File: config.mk
export PLATFORM = sky130hd
export DESIGN_NAME = apb_timer_irq_ctrl
export DESIGN_NICKNAME = d
export VERILOG_FILES = /design/src/rtl/apb_timer_irq_ctrl.sv
export SDC_FILE = /design/constraint.sdc
export NUM_CORES = 1
export LEC_CHECK = 0
export CORE_MARGIN = 2
export CORE_UTILIZATION = 25
export CTS_BUF_LIST = sky130_fd_sc_hd__clkbuf_4 sky130_fd_sc_hd__clkbuf_8
export CTS_CLUSTER_DIAMETER = 120
export CTS_CLUSTER_SIZE = 30
export DETAILED_ROUTE_END_ITERATION = 8
export GPL_TIMING_DRIVEN = 0
export PLACE_DENSITY_LB_ADDON = 0.12
export SETUP_SLACK_MARGIN = 0.05
export SLEW_MARGIN = 15
export SYNTH_ARGS = -nofsm -noshare
export SYNTH_HDL_FRONTEND = slang
export SYNTH_SLANG_ARGS = --single-unit
File: constraint.sdc
create_clock -name HCLK -period 4.1 [get_ports HCLK]
set_input_delay 0.82 -clock HCLK [delete_from_list [all_inputs] [get_ports HCLK]]
set_output_delay 0.82 -clock HCLK [all_outputs]
set_load 0.005 [all_outputs]
File: src/rtl/apb_timer_irq_ctrl.sv
// apb_timer_irq_ctrl: turns timer event pulses into sticky maskable pending bits,
// counts events lost while already pending, and drives one level interrupt.
module apb_timer_irq_ctrl #(
   parameter int APB_ADDR_WIDTH = 12,
   parameter int N_SRC = 2
) (
   input  logic                      HCLK,
   input  logic                      HRESETn,
   input  logic [APB_ADDR_WIDTH-1:0] PADDR,
   input  logic [31:0]               PWDATA,
   input  logic                      PWRITE,
   input  logic                      PSEL,
   input  logic                      PENABLE,
   output logic [31:0]               PRDATA,
   output logic                      PREADY,
   output logic                      PSLVERR,
   input  logic [N_SRC-1:0]          irq_i,
   output logic                      irq_o
);
   logic [N_SRC-1:0] pending, mask, irq_prev, evt, clr;
   logic [7:0] miss [N_SRC];
   logic [31:0] miss_word;
   logic [1:0] idx;
   logic wr, rd, wr_miss, unused_ok;
   assign idx = PADDR[3:2];
   assign wr = PSEL & PENABLE & PWRITE;
   assign rd = PSEL & PENABLE & ~PWRITE;
   assign wr_miss = wr & (idx == 2'd3);
   assign clr = (wr && idx == 2'd1) ? PWDATA[N_SRC-1:0] : '0;
   assign evt = irq_i & ~irq_prev;
   assign irq_o = |(pending & mask);
   assign PREADY = 1'b1;
   assign PSLVERR = 1'b0;
   assign unused_ok = ^{PADDR, PWDATA};
   always_comb begin
      miss_word = '0;
      for (int i = 0; i < N_SRC; i++) miss_word[8*i +: 8] = miss[i];
   end
   assign PRDATA = !rd          ? 32'd0 :
                   idx == 2'd0  ? 32'(pending) :
                   idx == 2'd2  ? 32'(mask) :
                   idx == 2'd3  ? miss_word : 32'd0;
   // a new event beats a same-cycle CLEAR; a MISS write beats a same-cycle increment
   always_ff @(posedge HCLK) begin
      if (!HRESETn) begin
         pending  <= '0;
         mask     <= '0;
         irq_prev <= '0;
         for (int i = 0; i < N_SRC; i++) miss[i] <= '0;
      end else begin
         irq_prev <= irq_i;
         pending  <= evt | (pending & ~clr);
         if (wr && idx == 2'd2) mask <= PWDATA[N_SRC-1:0];
         for (int i = 0; i < N_SRC; i++)
            if (wr_miss) miss[i] <= '0;
            else if (evt[i] && pending[i] && !clr[i] && miss[i] != 8'hff) miss[i] <= miss[i] + 8'd1;
      end
   end
endmodule

==> qor.csv, run 1 <==
stage;metric;value;unit
status;status;completed;
clock_network;CTS clk-pin slew, worst paths;0.08;ns
clock_network;clock sink count;22;
job;# Max-Cap Violations;0;
sta;clk_skew;0.00640;ns
clock_network;Worst-Skew Late Latency;0.26;ns
synthesis;Syn. warnings;0;
sta;slew of the pin with the lowest slew margin;0.502;ns
placement;dpl cell area;1820;um^2
sta;worst setup margin;0.432;ns
detailed_routing;total wire length;3080;um
final_layout;register area;601;um^2
final_layout;Util after Layout;0.346;
global_route;antenna violations before repair;0;
detailed_routing;vias per cell;4.17;
critical_path;worst-case reg-to-reg path depth;6;
synthesis;#FFs+latches synth;22;
clock_network;H-tree depth;1;
global_route;Tot GR Track Use;0.105;
placement;I/O Buffers;25;
sta;RSZ-0062 raised after global routing;false;
synthesis;post-synthesis cell count;149;
sta;period utilisation layout;0.895;
critical_path;Critical Path Source Type;input port;
floorplan;core footprint;5470;um^2
detailed_routing;DRC Markers;0;
global_route;vias in the first global route;1129;
sta;achievable frequency;0.273;GHz
power_and_ir_drop;Worst IR Drop VDD;0.101;mV
placement;dpl ws;0.201;ns
final_layout;Fillers;611;
detailed_routing;TritonRoute pass-1 iters;4;
final_layout;# diodes;0;
final_layout;design area;1890;um^2
floorplan;Die W;79.2;um
clock_network;TritonCTS Buffers;3;
synthesis;register area share after synthesis;0.424;
floorplan;Initial Utilization;0.259;
final_layout;fraction of layout cells with a size suffix above 1;0.206;
hold_path;Cells on Worst Hold Path;2;
critical_path;CP endpoint kind;output pin;
placement;gp weighted congestion;0.820;
hold_path;Hold Path Class;flip-flop to flip-flop;
detailed_routing;routed len/inst;11.6;um
sta;Slew HR;0.661;
sta;Tmin final;3.67;ns
synthesis;Async SR Flop Fraction;0;
detailed_routing;vias after detailed routing;1110;
sta;Pins Over Slew Limit;0;
floorplan;die span in y;79.2;um
critical_path;Worst Path Class, Setup;input port to output pin;
critical_path;Crit Path Max Fanout;10;
global_route;first-pass GRT wire length;5280;um
placement;Post-DP HPWL;2370;um
synthesis;Synth Cell Area;1420;um^2
clock_network;CTS Buffer Depth;2;
sta;Total Negative Setup Slacks;0;ns
global_route;largest net degree at the start of global routing;14;
critical_path;required time worst endpoint;3.28;ns
detailed_routing;DRT antenna net count;0;
clock_network;Clock Root Buffer;clkbuf_8;
final_layout;area of the multi-input gates;706;um^2
floorplan;Die Area;6280;um^2
global_route;total global routing overflow;0;
clock_network;Post-CTS Setup Inserts;0;
power_and_ir_drop;Overall Power;532;uW
final_layout;Area Growth Syn to Fin;33.7;%
floorplan;row cnt;27;
sta;Fin. Hold Viols;0;
power_and_ir_drop;Power per Cell Area;281;nW/um^2
detailed_routing;drt initial violations;33;
final_layout;# nets final;248;
sta;Setup Viol. Count Final;0;
floorplan;Top Ports;86;
critical_path;crit path DAT;2.85;ns
synthesis;post-synthesis cell type count;33;
synthesis;Top FF cell, synth;edfxtp_1;
clock_network;CTS tree;yes;
power_and_ir_drop;LEAKAGE;0.732;nW
synthesis;EDFF count, synth;16;
synthesis;Avg Cell Area, Syn;9.50;um^2
[routing by layer]
| layer | vias up | part of all wire | global-route usage | routed length (um) |
|---|---|---|---|---|
| met5 | - | 0 | 0 | 0 |
| met4 | 0 | 0.0055 | 0.0310 | 17 |
| met3 | 2 | 0.060 | 0.0159 | 185 |
| met2 | 34 | 0.47 | 0.183 | 1450 |
| met1 | 509 | 0.46 | 0.133 | 1420 |
| li1 | 565 | - | - | - |
[area by class of cell]
| class | instances | share of cell area |
|---|---|---|
| Sequential cell | 22 | 0.317 |
| Clock inverter | 1 | 0.0159 |
| Inverter | 3 | 0.00595 |
| Buffer | 22 | 0.0860 |
| Tap cell | 72 | 0.0476 |
| Clock buffer | 3 | 0.0218 |
| Multi-Input combinational cell | 118 | 0.373 |
| Timing Repair Buffer | 25 | 0.132 |
[sequential cells by signal (all words and copies together) (netlist names)]
register  count
pending       2
miss         16
irq_prev      2
mask          2
[power breakdown]
group,total [mW],switching (mW),internal [mW],leakage [nW]
Combinational,0.0665,0.0320,0.0345,0.480
Clock,0.202,0.0716,0.130,0.0357
Sequential,0.264,0.0127,0.251,0.216
[synth_stat cells (all sizes together), types with 3 or more instances]
cell	n	share of area
a21boi	4	0.021
and2	16	0.071
buf	21	0.11
dfxtp	6	0.085
edfxtp	16	0.34
inv	3	0.0080
nand2	10	0.027
nand3	9	0.032
nand4	5	0.031
nor2	21	0.068
nor3	3	0.011
o21ai	3	0.013
xnor2	4	0.025
xor2	8	0.050
[logic make-up after synthesis]
| logic type | Yosys count | synth area share |
|---|---|---|
| flops | 22 | 0.424 |
| simple gates | 73 | 0.282 |
| mux | 2 | 0.0159 |
| buf+inv | 25 | 0.123 |
| compound gates | 11 | 0.0575 |
| fa+ha+maj | 2 | 0.0177 |
| xor+xnor | 12 | 0.0743 |
| other cells | 2 | 0.00531 |
[worst max-delay path: stages]
cell	delay [ns]
clkdlybuf4s50_1	0.51
nand2_1	0.14
nor3_2	0.35
clkbuf_1	0.34
and2_1	0.19
clkdlybuf4s50_1	0.50
[cell usage in the layout, fill, tap and decap left out, types with 2 or more instances in the layout]
master,synthesis,final
nor3_1,3,2
clkdlybuf4s50_1,0,25
o21ai_0,2,2
nand2b_1,2,2
inv_1,2,2
nor2_1,14,14
dfxtp_1,6,6
nand3_1,9,9
clkbuf_8,0,3
nand4_2,2,2
or4_1,2,2
nand4_1,3,3
mux2_2,2,2
and2_1,16,16
conb_1,2,18
xor2_1,8,8
ha_1,2,2
edfxtp_1,16,16
nor2_2,7,7
and3_1,2,2
a21boi_0,4,4
nand2_1,10,10
a22oi_1,2,2
xnor2_1,4,4
buf_4,19,19
[final timing paths]
| check | startpoint | end | slack, ns |
|---|---|---|---|
| min | pending[1] | pending[1] | 0.53 |
| max reg2reg | miss[0][0] | miss[0][7] | 1.87 |
| min reg2reg | pending[1] | pending[1] | 0.53 |
| max | PENABLE | PRDATA[6] | 0.43 |
[stage by stage]
stage,std cells,hold slack [ns]
after global routing,266,0.566
after floorplan,165,0.467
after global placement,262,0.503
after CTS,266,0.527
after detailed placement,262,0.508
final,266,0.532
[what timing repair did]
item,in CTS,in global routing
hold buffers,0,0
setup endpoints to repair,0,10
gates resized for setup,0,1
No activity file was read; power rests on OpenSTA's default activity.
==> inputs of run 2 (changes only) <==
--- a/config.mk
+++ b/config.mk
@@ -5,12 +5,14 @@
 export SDC_FILE = /design/constraint.sdc
 export NUM_CORES = 1
 export LEC_CHECK = 0
+export CORE_ASPECT_RATIO = 0.7
 export CORE_MARGIN = 2
 export CORE_UTILIZATION = 25
 export CTS_BUF_LIST = sky130_fd_sc_hd__clkbuf_4 sky130_fd_sc_hd__clkbuf_8
 export CTS_CLUSTER_DIAMETER = 120
 export CTS_CLUSTER_SIZE = 30
 export DETAILED_ROUTE_END_ITERATION = 8
+export DONT_BUFFER_PORTS = 1
 export GPL_TIMING_DRIVEN = 0
 export PLACE_DENSITY_LB_ADDON = 0.12
 export SETUP_SLACK_MARGIN = 0.05
==> run 2 against run 1 <==
  * Clock skew grew 0.0048 ns
  * Non-clock buffer count shrank 25
  * Clock-buffer cell count is the same
  * Maximum frequency grew 25%
==> qor.csv, run 2 (synthesis results as in run 1) <==
stage;metric;value;unit
critical_path;Largest stage delay, worst path;0.54;ns
sta;Setup Viol. Count Final;0;
final_layout;Fillers;588;
detailed_routing;TritonRoute pass-1 iters;4;
clock_network;clock sink count;22;
final_layout;Area Growth Syn to Fin;15.6;%
job;# Max-Cap Violations;0;
global_route;Tot GR Track Use;0.0990;
detailed_routing;vias per cell;4.16;
sta;Fin. Hold Viols;0;
clock_network;Worst-Skew Late Latency;0.27;ns
global_route;total global routing overflow;0;
critical_path;CP endpoint kind;output pin;
global_route;vias in the first global route;966;
global_route;largest net degree at the start of global routing;14;
floorplan;die span in y;66.9;um
sta;achievable frequency;0.342;GHz
final_layout;most frequent cells in the layout;buf_4 (19), conb_1 (18), and2_1 (16), edfxtp_1 (16), nor2_1 (14);
sta;RSZ-0062 raised after global routing;false;
clock_network;# resized after CTS;0;
placement;dpl ws;1.16;ns
critical_path;required time worst endpoint;3.28;ns
clock_network;hold_buf cts;0;
global_route;first-pass GRT wire length;4730;um
sta;period utilisation layout;0.714;
power_and_ir_drop;Overall Power;524;uW
critical_path;crit path DAT;2.11;ns
clock_network;H-tree depth;1;
floorplan;Top Ports;86;
critical_path;minimum setup slack among reg-to-reg paths;1.86;ns
detailed_routing;total wire length;2920;um
final_layout;# nets final;223;
detailed_routing;DRT antenna net count;0;
final_layout;area of the multi-input gates;701;um^2
clock_network;Post-CTS Setup Inserts;0;
clock_network;Clock Root Buffer;clkbuf_8;
power_and_ir_drop;Sequential Power Share;0.503;
floorplan;row cnt;22;
clock_network;CTS clk-pin slew, worst paths;0.08;ns
sta;worst setup margin;1.17;ns
critical_path;worst-case reg-to-reg path depth;6;
power_and_ir_drop;Gate power share;0.101;
sta;Slew HR;0.531;
clock_network;CTS Buffer Depth;2;
critical_path;slowest cell on the critical path;nor3_1;
floorplan;Die Area;6290;um^2
clock_network;TritonCTS Buffers;3;
sta;Total Negative Setup Slacks;0;ns
detailed_routing;drt initial violations;35;
detailed_routing;routed len/inst;12.1;um
power_and_ir_drop;internal power;407;uW
status;status;completed;
final_layout;Largest register FFs;16;
global_route;antenna violations before repair;0;
sta;slew of the pin with the lowest slew margin;0.698;ns
sta;Tmin final;2.93;ns
final_layout;Top reg by flops;miss;
sta;clk_skew;0.0112;ns
sta;Pins Over Slew Limit;0;
placement;Post-DP HPWL;2240;um
critical_path;worst path cell trace;buf_4 > nand2_1 > nor3_1 > clkbuf_1 > and2_1;
final_layout;# diodes;0;
floorplan;core footprint;5340;um^2
final_layout;fraction of layout cells with a size suffix above 1;0.231;
detailed_routing;vias after detailed routing;1002;
power_and_ir_drop;Sw Share;0.223;
hold_path;Cells on Worst Hold Path;2;
clock_network;CTS tree;yes;
hold_path;Hold Path Class;flip-flop to flip-flop;
final_layout;Util after Layout;0.306;
floorplan;Die W;93.9;um
placement;gp weighted congestion;0.762;
detailed_routing;DRC Markers;0;
power_and_ir_drop;Clk pwr share;0.396;
critical_path;Critical Path Source Type;input port;
placement;I/O Buffers;0;
final_layout;most common cell after layout, fill and taps aside;buf_4;
power_and_ir_drop;Worst IR Drop VDD;0.195;mV
critical_path;Worst Path Class, Setup;input port to output pin;
power_and_ir_drop;Power per Cell Area;320;nW/um^2
hold_path;min-delay src;mask[0];
floorplan;Initial Utilization;0.265;
final_layout;register area;601;um^2
power_and_ir_drop;switching pwr;117;uW
critical_path;Crit Path Max Fanout;10;
power_and_ir_drop;LEAKAGE;0.643;nW
critical_path;CP startpoint;PADDR[2];
critical_path;worst r2r src;miss[0][0];
-- run 2: changes by cell type in the layout (fill, tap and decap cells not counted) --
cell	before	now
clkdlybuf4s50_1	25	0
nor3_1	2	3
nor3_2	1	0
-- run 2: worst paths after layout --
| check | endpoint |
|---|---|
| max | PRDATA[12] |
| min | mask[0] |
| max reg2reg | miss[0][6] |
| min reg2reg | mask[0] |
-- run 2: power by group through the flow --
stage,clock network (mW),logic [mW],registers (mW)
floorplan,0,0.0462,0.264
global placement,0,0.0522,0.269
detailed placement,0,0.0528,0.269
CTS,0.214,0.0531,0.264
global route,0.224,0.0606,0.266
finish,0.208,0.0532,0.263
-- run 2: layout make-up --
type,count,area share
Clock buffer,3,0.0252
Inverter,3,0.00688
Clock inverter,1,0.0183
Multi-Input combinational cell,118,0.428
Tap cell,72,0.0550
Sequential cell,22,0.367
Buffer,22,0.0994
-- run 2: through the flow --
stage / hold WS (ns) / std cells / area (um^2)
finish: 0.516 / 241 / 1640
global route: 0.560 / 241 / 1640
CTS: 0.521 / 241 / 1640
detailed placement: 0.509 / 237 / 1570
global placement: 0.495 / 237 / 1570
floorplan: 0.467 / 165 / 1480
-- run 2: critical path: cells and delay by family --
family	cells	cell delay (ns)
AND/OR/NAND/NOR	3	0.82
buffers and inverters	2	0.47
-- run 2: routing by layer --
layer	part of all wire	vias to the layer above	global-route usage
met5	0	-	0
met4	0.0075	0	0.0217
met3	0.10	2	0.0430
met2	0.40	34	0.159
met1	0.49	453	0.124
li1	-	513	-
==> inputs of run 3 (changes only) <==
==> constraint.sdc (replaced) <==
create_clock -name HCLK -period 3.05 [get_ports HCLK]
set_input_delay 0.61 -clock HCLK [delete_from_list [all_inputs] [get_ports HCLK]]
set_output_delay 0.61 -clock HCLK [all_outputs]
set_load 0.005 [all_outputs]
==> results of run 3 <==
The final DEF is identical to that of run 2. Status: completed.
Main changes from that run: setup slack after placement 1.16 ns -> 0.531 ns; setup slack after layout 1.17 ns -> 0.544 ns; hold slack 0.516 ns -> 0.464 ns; register-to-register setup slack 1.86 ns -> 0.81 ns; end point of the worst hold path mask[0] -> irq_prev[0]; total power 0.524 mW -> 0.705 mW; worst IR drop on VDD 0.195 mV -> 0.262 mV
